$ cat config.mk
export PLATFORM = sky130hd
export DESIGN_NAME = pe_dot_pack_mac_flat
export DESIGN_NICKNAME = d
export VERILOG_FILES = /design/src/rtl/pe_dot_pack_mac_if.sv /design/src/rtl/pe_dot_pack_mac.sv /design/src/flat_wrapper.sv
export SDC_FILE = /design/constraint.sdc
export NUM_CORES = 1
export LEC_CHECK = 0
export ABC_AREA = 0
export CAP_MARGIN = 40
export CORE_ASPECT_RATIO = 1.5
export CORE_MARGIN = 1
export CORE_UTILIZATION = 25
export CTS_BUF_LIST = sky130_fd_sc_hd__clkbuf_16
export DETAILED_ROUTE_END_ITERATION = 16
export GPL_TIMING_DRIVEN = 0
export PLACE_DENSITY_LB_ADDON = 0.15
export SYNTH_ARGS = -nofsm -noshare
export SYNTH_HDL_FRONTEND = slang
export SYNTH_SLANG_ARGS = --single-unit
$ cat constraint.sdc
create_clock -name clock -period 6.89 [get_ports clock]
set_input_delay 1.7225 -clock clock [delete_from_list [all_inputs] [get_ports clock]]
set_output_delay 1.7225 -clock clock [all_outputs]
set_load 0.005 [all_outputs]
$ cat src/rtl/pe_dot_pack_mac_if.sv
// Beat/result bus between the feature/filter streamers, the packed dot MAC and the PE output drain.
// The streamers drive the beat side (master); the MAC drives the result side (slave).
interface pe_dot_pack_mac_if #(
  parameter int DOT_SIZE  = 4,
  parameter int MAG_WIDTH = 3,
  parameter int ACC_WIDTH = 16
);
  localparam int OPW = 2 * DOT_SIZE * (MAG_WIDTH + 1);

  logic                   i_valid;
  logic                   i_first;
  logic                   i_last;
  logic [OPW-1:0]         i_feature;
  logic [OPW-1:0]         i_filter;
  logic                   o_valid;
  logic [4*ACC_WIDTH-1:0] o_sum;
  logic                   o_sat;
  logic [15:0]            o_beats;

  modport master (
    output i_valid, i_first, i_last, i_feature, i_filter,
    input  o_valid, o_sum, o_sat, o_beats
  );

  modport slave (
    input  i_valid, i_first, i_last, i_feature, i_filter,
    output o_valid, o_sum, o_sat, o_beats
  );
endinterface

$ cat src/rtl/pe_dot_pack_mac.sv
// Packed 2x2 sign-magnitude dot MAC: cross products, DOT_SIZE reduction, saturating group accumulation.
// o_valid follows the last beat of a group by MULT_LATENCY+2 cycles; no backpressure, every valid beat is consumed.
module pe_dot_pack_mac #(
  parameter int DOT_SIZE            = 4,
  parameter int MAG_WIDTH           = 3,
  parameter int NUM_PACKED_FEATURES = 2,
  parameter int NUM_PACKED_FILTERS  = 2,
  parameter int MULT_LATENCY        = 2,
  parameter int ACC_WIDTH           = 16
) (
  input logic              clock,
  input logic              resetn,
  pe_dot_pack_mac_if.slave bus
);
  localparam int OW = MAG_WIDTH + 1;
  localparam int PW = 2 * MAG_WIDTH + 1;
  localparam int SW = PW + $clog2(DOT_SIZE);
  localparam int NL = NUM_PACKED_FEATURES * NUM_PACKED_FILTERS;
  localparam logic signed [ACC_WIDTH:0] MAXV = {2'b00, {(ACC_WIDTH-1){1'b1}}};
  localparam logic signed [ACC_WIDTH:0] MINV = -MAXV;
  localparam logic [15:0] BEATS_MAX = 16'hFFFF;

  typedef enum logic {IDLE, ACCUM} state_e;

  logic [NL-1:0][DOT_SIZE-1:0][PW-1:0]                   prod_c;
  logic [MULT_LATENCY-1:0][NL-1:0][DOT_SIZE-1:0][PW-1:0] prod_q;
  logic [MULT_LATENCY-1:0] pv_q, pf_q, pl_q;
  logic [NL-1:0][SW-1:0]   sum_c, sum_q;
  logic                    sv_q, sf_q, sl_q;
  logic [NL-1:0][ACC_WIDTH-1:0] acc_q, acc_d;
  logic [NL-1:0]           clamp;
  logic                    sat_q, sat_d;
  logic [15:0]             beats_q, beats_d;
  state_e                  state_q, state_d;
  logic                    restart, emit, acc_en;
  logic                    o_valid_q, o_sat_q;
  logic [NL-1:0][ACC_WIDTH-1:0] o_sum_q;
  logic [15:0]             o_beats_q;

  // Sign-magnitude product: multiply magnitudes, negate on sign mismatch; a zero magnitude stays 0.
  for (genvar l = 0; l < NL; l++) begin : g_lane_prod
    localparam int F = l / NUM_PACKED_FILTERS;
    localparam int K = l % NUM_PACKED_FILTERS;
    for (genvar d = 0; d < DOT_SIZE; d++) begin : g_elem
      logic [OW-1:0]          fo, ko;
      logic [2*MAG_WIDTH-1:0] mp;
      assign fo = bus.i_feature[(F*DOT_SIZE+d)*OW +: OW];
      assign ko = bus.i_filter[(K*DOT_SIZE+d)*OW +: OW];
      assign mp = {{MAG_WIDTH{1'b0}}, fo[MAG_WIDTH-1:0]} * {{MAG_WIDTH{1'b0}}, ko[MAG_WIDTH-1:0]};
      assign prod_c[l][d] = (fo[MAG_WIDTH] ^ ko[MAG_WIDTH]) ? -{1'b0, mp} : {1'b0, mp};
    end
  end

  always_ff @(posedge clock or negedge resetn) begin
    if (!resetn) begin
      pv_q <= '0;
      pf_q <= '0;
      pl_q <= '0;
      sv_q <= 1'b0;
      sf_q <= 1'b0;
      sl_q <= 1'b0;
    end else begin
      pv_q[0] <= bus.i_valid;
      pf_q[0] <= bus.i_first;
      pl_q[0] <= bus.i_last;
      for (int s = 1; s < MULT_LATENCY; s++) begin
        pv_q[s] <= pv_q[s-1];
        pf_q[s] <= pf_q[s-1];
        pl_q[s] <= pl_q[s-1];
      end
      sv_q <= pv_q[MULT_LATENCY-1];
      sf_q <= pf_q[MULT_LATENCY-1];
      sl_q <= pl_q[MULT_LATENCY-1];
    end
  end

  // Data stages carry no reset; the valid chain alone qualifies them.
  always_ff @(posedge clock) begin
    if (bus.i_valid) prod_q[0] <= prod_c;
    for (int s = 1; s < MULT_LATENCY; s++) prod_q[s] <= prod_q[s-1];
    sum_q <= sum_c;
  end

  always_comb begin
    sum_c = '0;
    for (int l = 0; l < NL; l++)
      for (int d = 0; d < DOT_SIZE; d++)
        sum_c[l] = sum_c[l] + SW'($signed(prod_q[MULT_LATENCY-1][l][d]));
  end

  always_ff @(posedge clock or negedge resetn) begin
    if (!resetn) state_q <= IDLE;
    else         state_q <= state_d;
  end

  always_comb begin
    state_d = state_q;
    if (sv_q) state_d = sl_q ? IDLE : ACCUM;
  end

  // A first beat, or any beat arriving in IDLE, opens a fresh group and drops whatever was open.
  always_comb begin
    restart = 1'b0;
    emit    = 1'b0;
    acc_en  = 1'b0;
    if (sv_q) begin
      acc_en  = 1'b1;
      emit    = sl_q;
      restart = (state_q == IDLE) || sf_q;
    end
  end

  for (genvar l = 0; l < NL; l++) begin : g_lane_acc
    logic [ACC_WIDTH-1:0]      base;
    logic signed [ACC_WIDTH:0] wide;
    logic                      hi, lo;
    assign base  = restart ? '0 : acc_q[l];
    assign wide  = $signed({base[ACC_WIDTH-1], base}) + (ACC_WIDTH+1)'($signed(sum_q[l]));
    assign hi    = wide > MAXV;
    assign lo    = wide < MINV;
    assign clamp[l] = hi | lo;
    assign acc_d[l] = hi ? MAXV[ACC_WIDTH-1:0] : (lo ? MINV[ACC_WIDTH-1:0] : wide[ACC_WIDTH-1:0]);
  end

  assign sat_d   = (restart ? 1'b0 : sat_q) | (|clamp);
  assign beats_d = restart ? 16'd1 : ((beats_q == BEATS_MAX) ? beats_q : beats_q + 16'd1);

  always_ff @(posedge clock or negedge resetn) begin
    if (!resetn) begin
      acc_q     <= '0;
      sat_q     <= 1'b0;
      beats_q   <= '0;
      o_valid_q <= 1'b0;
      o_sum_q   <= '0;
      o_sat_q   <= 1'b0;
      o_beats_q <= '0;
    end else begin
      o_valid_q <= emit;
      if (acc_en) begin
        acc_q   <= acc_d;
        sat_q   <= sat_d;
        beats_q <= beats_d;
      end
      if (emit) begin
        o_sum_q   <= acc_d;
        o_sat_q   <= sat_d;
        o_beats_q <= beats_d;
      end
    end
  end

  assign bus.o_valid = o_valid_q;
  assign bus.o_sum   = o_sum_q;
  assign bus.o_sat   = o_sat_q;
  assign bus.o_beats = o_beats_q;
endmodule
$ cat src/flat_wrapper.sv
// flat-port wrapper written by rule: the top's interface ports become plain ports
module pe_dot_pack_mac_flat 
#(
  parameter int DOT_SIZE            = 4,
  parameter int MAG_WIDTH           = 3,
  parameter int NUM_PACKED_FEATURES = 2,
  parameter int NUM_PACKED_FILTERS  = 2,
  parameter int MULT_LATENCY        = 2,
  parameter int ACC_WIDTH           = 16
)
  (clock, resetn, bus_i_valid, bus_i_first, bus_i_last, bus_i_feature, bus_i_filter, bus_o_valid, bus_o_sum, bus_o_sat, bus_o_beats);
  pe_dot_pack_mac_if #(.DOT_SIZE(DOT_SIZE), .MAG_WIDTH(MAG_WIDTH), .ACC_WIDTH(ACC_WIDTH)) bus_i ();
  input logic clock;
  input logic resetn;
  input wire logic [$bits(bus_i.i_valid)-1:0] bus_i_valid;
  input wire logic [$bits(bus_i.i_first)-1:0] bus_i_first;
  input wire logic [$bits(bus_i.i_last)-1:0] bus_i_last;
  input wire logic [$bits(bus_i.i_feature)-1:0] bus_i_feature;
  input wire logic [$bits(bus_i.i_filter)-1:0] bus_i_filter;
  output wire logic [$bits(bus_i.o_valid)-1:0] bus_o_valid;
  output wire logic [$bits(bus_i.o_sum)-1:0] bus_o_sum;
  output wire logic [$bits(bus_i.o_sat)-1:0] bus_o_sat;
  output wire logic [$bits(bus_i.o_beats)-1:0] bus_o_beats;
  assign bus_i.i_valid = bus_i_valid;
  assign bus_i.i_first = bus_i_first;
  assign bus_i.i_last = bus_i_last;
  assign bus_i.i_feature = bus_i_feature;
  assign bus_i.i_filter = bus_i_filter;
  assign bus_o_valid = bus_i.o_valid;
  assign bus_o_sum = bus_i.o_sum;
  assign bus_o_sat = bus_i.o_sat;
  assign bus_o_beats = bus_i.o_beats;
  pe_dot_pack_mac #(.DOT_SIZE(DOT_SIZE), .MAG_WIDTH(MAG_WIDTH), .NUM_PACKED_FEATURES(NUM_PACKED_FEATURES), .NUM_PACKED_FILTERS(NUM_PACKED_FILTERS), .MULT_LATENCY(MULT_LATENCY), .ACC_WIDTH(ACC_WIDTH)) u_core (.clock(clock), .resetn(resetn), .bus(bus_i));
endmodule
* After elaboration in Yosys (flattened, before gate mapping)
Index checks and enable logic that the tools add are counted.
Cells by class: add/subtract/negate cells 33, $mul 16, $lt $le $gt $ge 8, eq/ne operators 1, mux-type cells 35, bitwise logic cells 22, reductions and logical operators 2
Operator list (count):
- $mux W16 | 14
- $neg A6 Y7 | 16
- $mul A3 B3 Y6 | 16
- $mux W6 | 16
- $add A9 B9 Y9 | 8
- $add A16 B9 Y17 | 4
- $gt A17 B16 Y1 const B | 4
- $lt A17 B16 Y1 const B | 4
- $add A7 B7 Y8 | 4
- $add A16 B1 Y16 const B | 1
- $eq A16 B16 Y1 const B | 1
- $xor A1 B1 Y1 | 16
- $mux W1 | 5
- $or A1 B1 Y1 | 5
- $reduce_or A4 Y1 | 1
- $logic_or A1 B1 Y1 | 1
- $not A1 Y1 | 1
Word-level totals: flip-flop bits (word level) 433, input bits 69, output and inout bits 82

* Depth between registers and ports, before layout
Gate-level depths: netlist of run 1.
word-level depth 9, gate-level depth with buffers 17, depth with buffers taken out 15

* Worst setup path after synthesis of run 1
OpenSTA, ideal clock, no wires.
kind register to register, from register u_core.sv_q, to register u_core.acc_q[33] in the netlist's numbering, library setup time 125 ps, data arrival time 3723 ps, path slack 3043 ps, cell stages (with the launch flop) 17, path buffers 2, clock period less this slack 3847 ps, cell sequence dfrtp_1 clkbuf_1 o21ai_1 clkbuf_1 and2_1 ha_1 inv_1 fa_1 nand2b_1 a211oi_4 nor3_1 or3b_4 a221oi_2 o2111ai_1 a21oi_2 a21oi_1 mux2_2
Between the ends: cells in the longest elaborated chain, start to end 6, elaborated cells on any way between the ends 8
RTL lines:
- start, declared | line pe_dot_pack_mac.sv:29 | logic sv_q, sf_q, sl_q;
- start signal, assigned | line pe_dot_pack_mac.sv:71 | sv_q <= pv_q[MULT_LATENCY-1];
- $mux W1 | line pe_dot_pack_mac.sv:106 | if (sv_q) begin
- $mux W16 | line pe_dot_pack_mac.sv:117 | assign base = restart ? '0 : acc_q[l];
- $add A16 B9 Y17 | line pe_dot_pack_mac.sv:118 | assign wide = $signed({base[ACC_WIDTH-1], base}) + (ACC_WIDTH+1)'($signed(sum_q[l]));
- $lt A17 B16 Y1 | line pe_dot_pack_mac.sv:120 | assign lo = wide < MINV;
- $mux W16 (2 in series) | line pe_dot_pack_mac.sv:122 | assign acc_d[l] = hi ? MAXV[ACC_WIDTH-1:0] : (lo ? MINV[ACC_WIDTH-1:0] : wide[ACC_WIDTH-1:0]);
- end signal, assigned | line pe_dot_pack_mac.sv:130 | acc_q <= '0;
- end signal, assigned | line pe_dot_pack_mac.sv:140 | acc_q <= acc_d;
- end, declared | line pe_dot_pack_mac.sv:30 | logic [NL-1:0][ACC_WIDTH-1:0] acc_q, acc_d;
Several ways; a longest one is shown, not always the timed one. A chain may end at the register's enable or synchronous reset.

* Worst setup path in the final report of run 1
from register u_core.sv_q, to register u_core.o_sum_q, in the netlist u_core.bus.o_sum[2]
Between the ends: cells in the longest elaborated chain, start to end 6, elaborated cells on any way between the ends 8
RTL lines:
- $mux W1 | line pe_dot_pack_mac.sv:106
- $mux W16 | line pe_dot_pack_mac.sv:117
- $add A16 B9 Y17 | line pe_dot_pack_mac.sv:118
- $lt A17 B16 Y1 | line pe_dot_pack_mac.sv:120
- $mux W16 (2 in series) | line pe_dot_pack_mac.sv:122
- end signal, assigned | line pe_dot_pack_mac.sv:134 | o_sum_q <= '0;
- end signal, assigned | line pe_dot_pack_mac.sv:145 | o_sum_q <= acc_d;
- end, declared | line pe_dot_pack_mac.sv:37 | logic [NL-1:0][ACC_WIDTH-1:0] o_sum_q;
Several ways; a longest one is shown, not always the timed one.

==> impl_metrics.py, run 1 <==
metrics = {
    "cts": {
        "cts.sinks": 433,
        "clk-insertion-delay-late_ps": 600,
        "cts_tree": "yes",
        "cts_hold_buf": 0,
        "clockBufferDepth": 3,
        "post_cts_resized": 0,
        "cts_htree_levels": 2,
        "cts_setup_buffers": 0,
        "ctsRootBufferMaster": "clkbuf_16",
        "cts_buffers": 47,
        "clk_pin_slew_ps": 60,
    },
    "die": {
        "die_x_um": 262,
        "die_h_um": 393,
        "ioPinCount": 151,
        "num_rows": 142,
        "dieArea_mm2": 0.103,
        "core_area_mm2": 0.100,
        "initial_core_util_pct": 25.3,
    },
    "synthesis": {
        "ys_seq_area_share_pct": 41.9,
        "synth_top_family_by_area": "adder cells",
        "yosysWarnings": 0,
        "yosysUniqueCellTypes": 92,
        "synth-compound-area-share_pct": 13.8,
        "synthArstFlopShare_pct": 40.0,
        "synth_area_mm2": 0.0254,
        "synthAdderAreaFrac_pct": 17.5,
        "synth_edf_count": 112,
        "synth_xor_xnor_area_share_pct": 6.47,
        "synth-seq-cells": 433,
        "synthCells": 2510,
        "synth_area_leader_cell": "dfrtp_1",
        "synthTopCellsByArea": "dfrtp_1, edfxtp_1, dfxtp_1",
        "synth_top_cell_area_share_pct": 17.0,
        "synthSimpleGateAreaFrac_pct": 12.6,
        "yosys_most_used_dff": "dfrtp_1",
        "synthMuxAreaShare_pct": 3.14,
        "syn_nets": 2872,
        "syn_avg_cell_area_um2": 10.1,
    },
    "setup_path": {
        "critPathKind": "reg2reg",
        "cp_max_fo": 10,
        "path_delay_family": "compound AO/OA/AOI/OAI gates",
        "cp_common_cell": "clkbuf_1",
        "crit_required_ps": 7420,
        "path_cells": "clkbuf_1 > o21ai_1 > buf_4 > clkbuf_1 > buf_6 > and2_1 > ha_1 > inv_1 > fa_1 > nand2b_1 > a21o_1 > a2111oi_1 > nor2_1 > a31oi_2 > nand2_1 > a21oi_1 > mux2_2",
        "cp-start-kind": "flop",
        "arrival_ps": 5930,
        "critPathSlowestCell": "a31oi_2",
        "path_buf_inv": 5,
        "critPathMaxStageDelay_ps": 670,
        "cp-end-kind": "flop",
    },
    "detailed_routing": {
        "drtIter0Drc": 623,
        "dr.pass1.iters": 5,
        "route.vias.total": 18251,
        "wirelength_mm": 68.1,
        "viasPerCell": 4.51,
        "drtAntennaViolNets": 0,
        "drc": 0,
        "routedWlPerCell_um": 16.8,
    },
    "cells_and_area": {
        "synthToLayoutAreaGrowth_pct": 18.4,
        "final_area_mm2": 0.0301,
        "layout-drive-gt1-share_pct": 6.91,
        "final_cell_mix": "inv_1, nand2_1, ha_1",
        "layout_commonest_cell": "inv_1",
        "finalNonFillerCells": 4049,
        "finalNetCount": 3079,
    },
    "global_route": {
        "grt_pass1_vias": 19117,
        "gr-total-overflow": 0,
        "gr-usage-all-layers_pct": 13.3,
        "grt_max_degree": 101,
        "grt_first_pass_wirelength_mm": 107,
        "antenna_found_initial": 10,
    },
    "placed_design": {
        "dpl.cell_count": 3964,
        "globalplace.congestion": 0.855,
        "place_hpwl_mm": 55.3,
        "port_buffers": 150,
        "placed_area_mm2": 0.0287,
    },
    "timing": {
        "rsz0062_at_grt": "false",
        "period_share_pct": 78.5,
        "max_freq_ghz": 0.185,
        "slew_viol_final": 0,
        "skew_ps": 21.3,
        "setup_tns_ps": 0,
        "hold_viol": 0,
        "tightest_slew_ps": 893,
        "period_minus_slack_ps": 5410,
        "max_slew_margin_pct": 40.4,
        "setup_violations": 0,
    },
    "pwr": {
        "leakagePower_nw": 13.2,
        "fin_total_pwr_mw": 15.0,
        "peakVddDrop_v": 0.000233,
        "power_density_mw_per_mm2": 497,
    },
    "job": {
        "cap_violations": 0,
    },
    "status": {
        "status": "completed",
    },
    "min_path": {
        "hold_path.class": "reg2reg",
    },
}
==> power by group <==
part | internal [mW] | switching, mW
combinational | 3.66 | 5.07
clock | 1.33 | 1.07
sequential | 3.46 | 0.390
total | 8.45 | 6.53
==> layout make-up <==
cell class / instances / area [um2]
Buffer: 63 / 254
Clock inverter: 36 / 264
Tap cell: 1296 / 1620
Fill cell: 10361 / 70300
Clock buffer: 47 / 1180
Sequential cell: 433 / 10700
Inverter: 243 / 912
Timing Repair Buffer: 158 / 1620
Multi-Input combinational cell: 1771 / 13600
Antenna cell: 2 / 5.00
==> synth_stat cells, drive strengths merged (5+ instances only) <==
cell type,number
fa,76
nand4,15
a31o,6
and3,13
a31oi,37
nand2b,10
a21o,60
dfxtp,148
dfrtp,173
a2111oi,8
xor2,52
ha,217
a41oi,32
o211ai,13
maj3,21
nor2b,13
o21bai,22
nor2,160
a211oi,16
xnor2,133
and2,148
inv,242
nand2,224
mux2i,9
o31ai,8
buf,9
nand3,23
o21ai,95
a21oi,180
edfxtp,112
o21a,13
nor3,20
clkbuf,54
a22o,5
or3,10
mux2,63
==> cells by family (layout without fill, tap and decap cells) <==
family,count (synthesis),count (layout)
simple gates,664,664
xor+xnor,185,185
compound gates,536,536
mux,72,72
other cells,0,2
fa+ha+maj,314,314
flops,433,433
buf+inv,306,547
==> layer usage <==
| layer | GRT usage, % | routed length [um] | up-vias |
|---|---|---|---|
| met1 | 14.9 | 28500 | 8713 |
| met3 | 2.28 | 2400 | 118 |
| met4 | 5.26 | 2520 | 18 |
| met2 | 24.7 | 34600 | 307 |
| met5 | 0 | 114 | - |
| li1 | - | - | 9095 |
==> path summary, 6_finish.rpt <==
| check | slack (ps) | cells after the start | end | startpoint |
|---|---|---|---|---|
| setup / recovery | 1480 | 17 | u_core.bus.o_sum[2] | u_core.sv_q |
| hold / removal | 330 | 0 | u_core.prod_q[216] | u_core.prod_q[104] |
| setup reg to reg | 1480 | 17 | u_core.bus.o_sum[2] | u_core.sv_q |
| hold reg to reg | 330 | 0 | u_core.prod_q[216] | u_core.prod_q[104] |
| max in group asynchronous | 4800 | 2 | u_core.acc_q[7] | resetn |
| min in group asynchronous | 1160 | 1 | u_core.bus.o_sum[56] | resetn |
==> registers in the layout (all words and copies together) (netlist names), 2 cells and up <==
| name | count |
|---|---|
| u_core.acc_q | 64 |
| u_core.beats_q | 16 |
| u_core.bus.o_beats | 16 |
| u_core.bus.o_sum | 64 |
| u_core.pf_q | 2 |
| u_core.pl_q | 2 |
| u_core.prod_q | 224 |
| u_core.pv_q | 2 |
| u_core.sum_q | 36 |
==> worst reg2reg max path: stages (launching register included) <==
cell       delay [ps]
dfrtp_1           370
clkbuf_1          230
o21ai_1           280
buf_4             250
clkbuf_1          370
buf_6             210
and2_1            160
ha_1              170
inv_1              60
fa_1              400
nand2b_1          210
a21o_1            210
a2111oi_1         610
nor2_1            200
a31oi_2           670
nand2_1           310
a21oi_1           410
mux2_2            230
==> stage by stage <==
step                      hold slack [ps]  setup slack, ps  util (%)
after global placement                328            -3490      28.4
after floorplan                       323             3040         -
final                                 335             1480      30.0
after CTS                             334             1380      30.0
after global routing                  339             1080      30.0
after detailed placement              327             1440      28.6
Power figures use the tool's default switching activity.
==> inputs of run 2 (changes only) <==
==> constraint.sdc (replaced) <==
create_clock -name clock -period 4.74 [get_ports clock]
set_input_delay 1.185 -clock clock [delete_from_list [all_inputs] [get_ports clock]]
set_output_delay 1.185 -clock clock [all_outputs]
set_load 0.005 [all_outputs]
==> run 2 against run 1 <==
- utilization up 0.21 points
- hold slack about the same
- via count up 0.39%
- critical path type unchanged
- sequential power up 45%
- largest cell class unchanged
- cell count up 0.12%
- combinational power up 51%
- largest power group unchanged
- wire length up 0.18%
==> impl_metrics.py, run 2 (synthesis gave the netlist of run 1 again) <==
metrics = {
    "setup_path": {
        "critPathKind": "reg2reg",
        "cp.depth": 16,
        "cp-start-kind": "flop",
        "reg2reg_depth": 16,
        "critPathSlowestCell": "a2111oi_1",
        "critPathMaxStageDelay_ps": 600,
        "cp_max_fo": 8,
        "path_buf_inv": 3,
        "path_delay_family": "compound AO/OA/AOI/OAI gates",
        "crit_required_ps": 5250,
        "cp_common_cell": "o21ai_2",
        "path_cells": "o21ai_2 > buf_4 > clkbuf_2 > and2_1 > ha_1 > inv_1 > fa_1 > nand2b_1 > a211oi_2 > nor4_1 > a2111oi_1 > nor4b_2 > and4_1 > o21ai_2 > a21oi_1 > o21ai_0",
        "arrival_ps": 4940,
        "cp-end-kind": "flop",
    },
    "timing": {
        "max_freq_ghz": 0.226,
        "slew_viol_final": 0,
        "rsz0062_at_grt": "false",
        "max_slew_margin_pct": 42.0,
        "skew_ps": 19.0,
        "setup_violations": 0,
        "tightest_slew_ps": 870,
        "whs_ps": 335,
        "period_share_pct": 93.4,
        "hold_viol": 0,
        "period_minus_slack_ps": 4430,
        "setup_tns_ps": 0,
    },
    "placed_design": {
        "place_hpwl_mm": 55.3,
        "port_buffers": 150,
        "globalplace.congestion": 0.855,
    },
    "pwr": {
        "swShare_pct": 43.7,
        "seqPwrFrac_pct": 25.2,
        "leakagePower_nw": 13.3,
        "power_density_mw_per_mm2": 733,
        "p_int_mw": 12.5,
        "clockPowerShare_pct": 15.7,
        "peakVddDrop_v": 0.000321,
        "fin_total_pwr_mw": 22.2,
        "power.switching_mw": 9.72,
        "p_comb_share_pct": 59.2,
    },
    "cts": {
        "clockBufferDepth": 3,
        "ctsRootBufferMaster": "clkbuf_16",
        "cts.sinks": 433,
        "cts_htree_levels": 2,
        "clk_pin_slew_ps": 60,
        "cts_tree": "yes",
        "clk-insertion-delay-late_ps": 600,
        "cts_buffers": 47,
    },
    "die": {
        "initial_core_util_pct": 25.3,
        "ioPinCount": 151,
        "die_x_um": 262,
        "dieArea_mm2": 0.103,
        "core_area_mm2": 0.100,
        "num_rows": 142,
        "die_h_um": 393,
    },
    "job": {
        "cap_violations": 0,
    },
    "min_path": {
        "min_delay_path_depth": 0,
        "hold_path.class": "reg2reg",
    },
    "global_route": {
        "gr-total-overflow": 0,
        "grt_max_degree": 101,
        "gr-usage-all-layers_pct": 13.3,
        "grt_first_pass_wirelength_mm": 107,
        "antenna_found_initial": 10,
        "grt_pass1_vias": 19141,
    },
    "detailed_routing": {
        "drtAntennaViolNets": 0,
        "drtIter0Drc": 718,
        "dr.pass1.iters": 5,
        "routedWlPerCell_um": 16.8,
        "wirelength_mm": 68.2,
        "route.vias.total": 18323,
        "viasPerCell": 4.52,
        "drc": 0,
    },
    "cells_and_area": {
        "finalNetCount": 3084,
        "largest-register": "u_core.prod_q",
        "synthToLayoutAreaGrowth_pct": 19.2,
        "final_core_util_pct": 30.2,
        "layout_commonest_cell": "inv_1",
        "largest_reg_flops": 224,
        "fill_cells": 10340,
        "layout-drive-gt1-share_pct": 7.76,
        "final_cell_mix": "inv_1, nand2_1, ha_1",
    },
    "status": {
        "status": "completed",
    },
}
-- run 2: cell count changes in the layout (fill, tap and decap cells not counted), moves of 2 or more --
cell	before	now
clkbuf_1	54	51
a21oi_1	176	170
nor4b_2	0	2
buf_4	4	9
clkbuf_2	0	2
nor4b_1	3	1
a21oi_4	0	6
-- run 2: path summary, 6_finish.rpt --
path                                    start                    to  slack (ps)
max                               u_core.sv_q  u_core.bus.o_sum[58]         310
min                        u_core.prod_q[104]    u_core.prod_q[216]         330
max reg2reg                       u_core.sv_q  u_core.bus.o_sum[58]         310
min reg2reg                u_core.prod_q[104]    u_core.prod_q[216]         330
max in group asynchronous              resetn           u_core.sv_q        3180
min in group asynchronous              resetn  u_core.bus.o_sum[54]         640
-- run 2: repair_timing --
item                                    CTS  global route
hold endpoints to repair                  0             0
hold buffers                              0             0
gates resized for setup                  18            12
endpoints found under the setup margin   87            38
buffers inserted                          0             6
pin swaps                                 2             4
-- run 2: per-layer routing --
layer	up-vias	share of wire (%)	track usage, %
met1	8740	42	14.9
met5	-	0.17	0
met2	335	51	24.8
li1	9111	-	-
met3	119	3.6	2.28
met4	18	3.7	5.26
-- run 2: final cells by class --
type / instances / area, um2 / area share (%)
multi-input combinational: 1771 / 13800 / 45.4
sequential: 433 / 10700 / 35.1
timing repair buffer: 164 / 1680 / 5.53
tap: 1296 / 1620 / 5.35
clock buffer: 47 / 1180 / 3.88
inverter: 243 / 912 / 3.01
clock inverter: 36 / 264 / 0.871
buffer: 62 / 253 / 0.833
antenna: 2 / 5.00 / 0.0165
-- run 2: through the flow --
stage	area [um2]	std cells	setup slack (ps)
5_1_grt	30300	4053	7.53
3_5_place_dp	28700	3964	-711
3_3_place_gp	28600	3956	-5110
6_report	30300	4054	313
2_1_floorplan	25400	2510	893
4_1_cts	30200	4046	60.4
-- run 2: power by group through the flow --
stage / combinational [mW] / sequential, mW / clock, mW
after global placement: 12.6 / 5.69 / 0
after detailed placement: 12.8 / 5.69 / 0
after CTS: 13.0 / 5.63 / 3.65
after global routing: 14.7 / 5.74 / 3.77
after floorplan: 9.00 / 5.47 / 0
final: 13.2 / 5.60 / 3.48
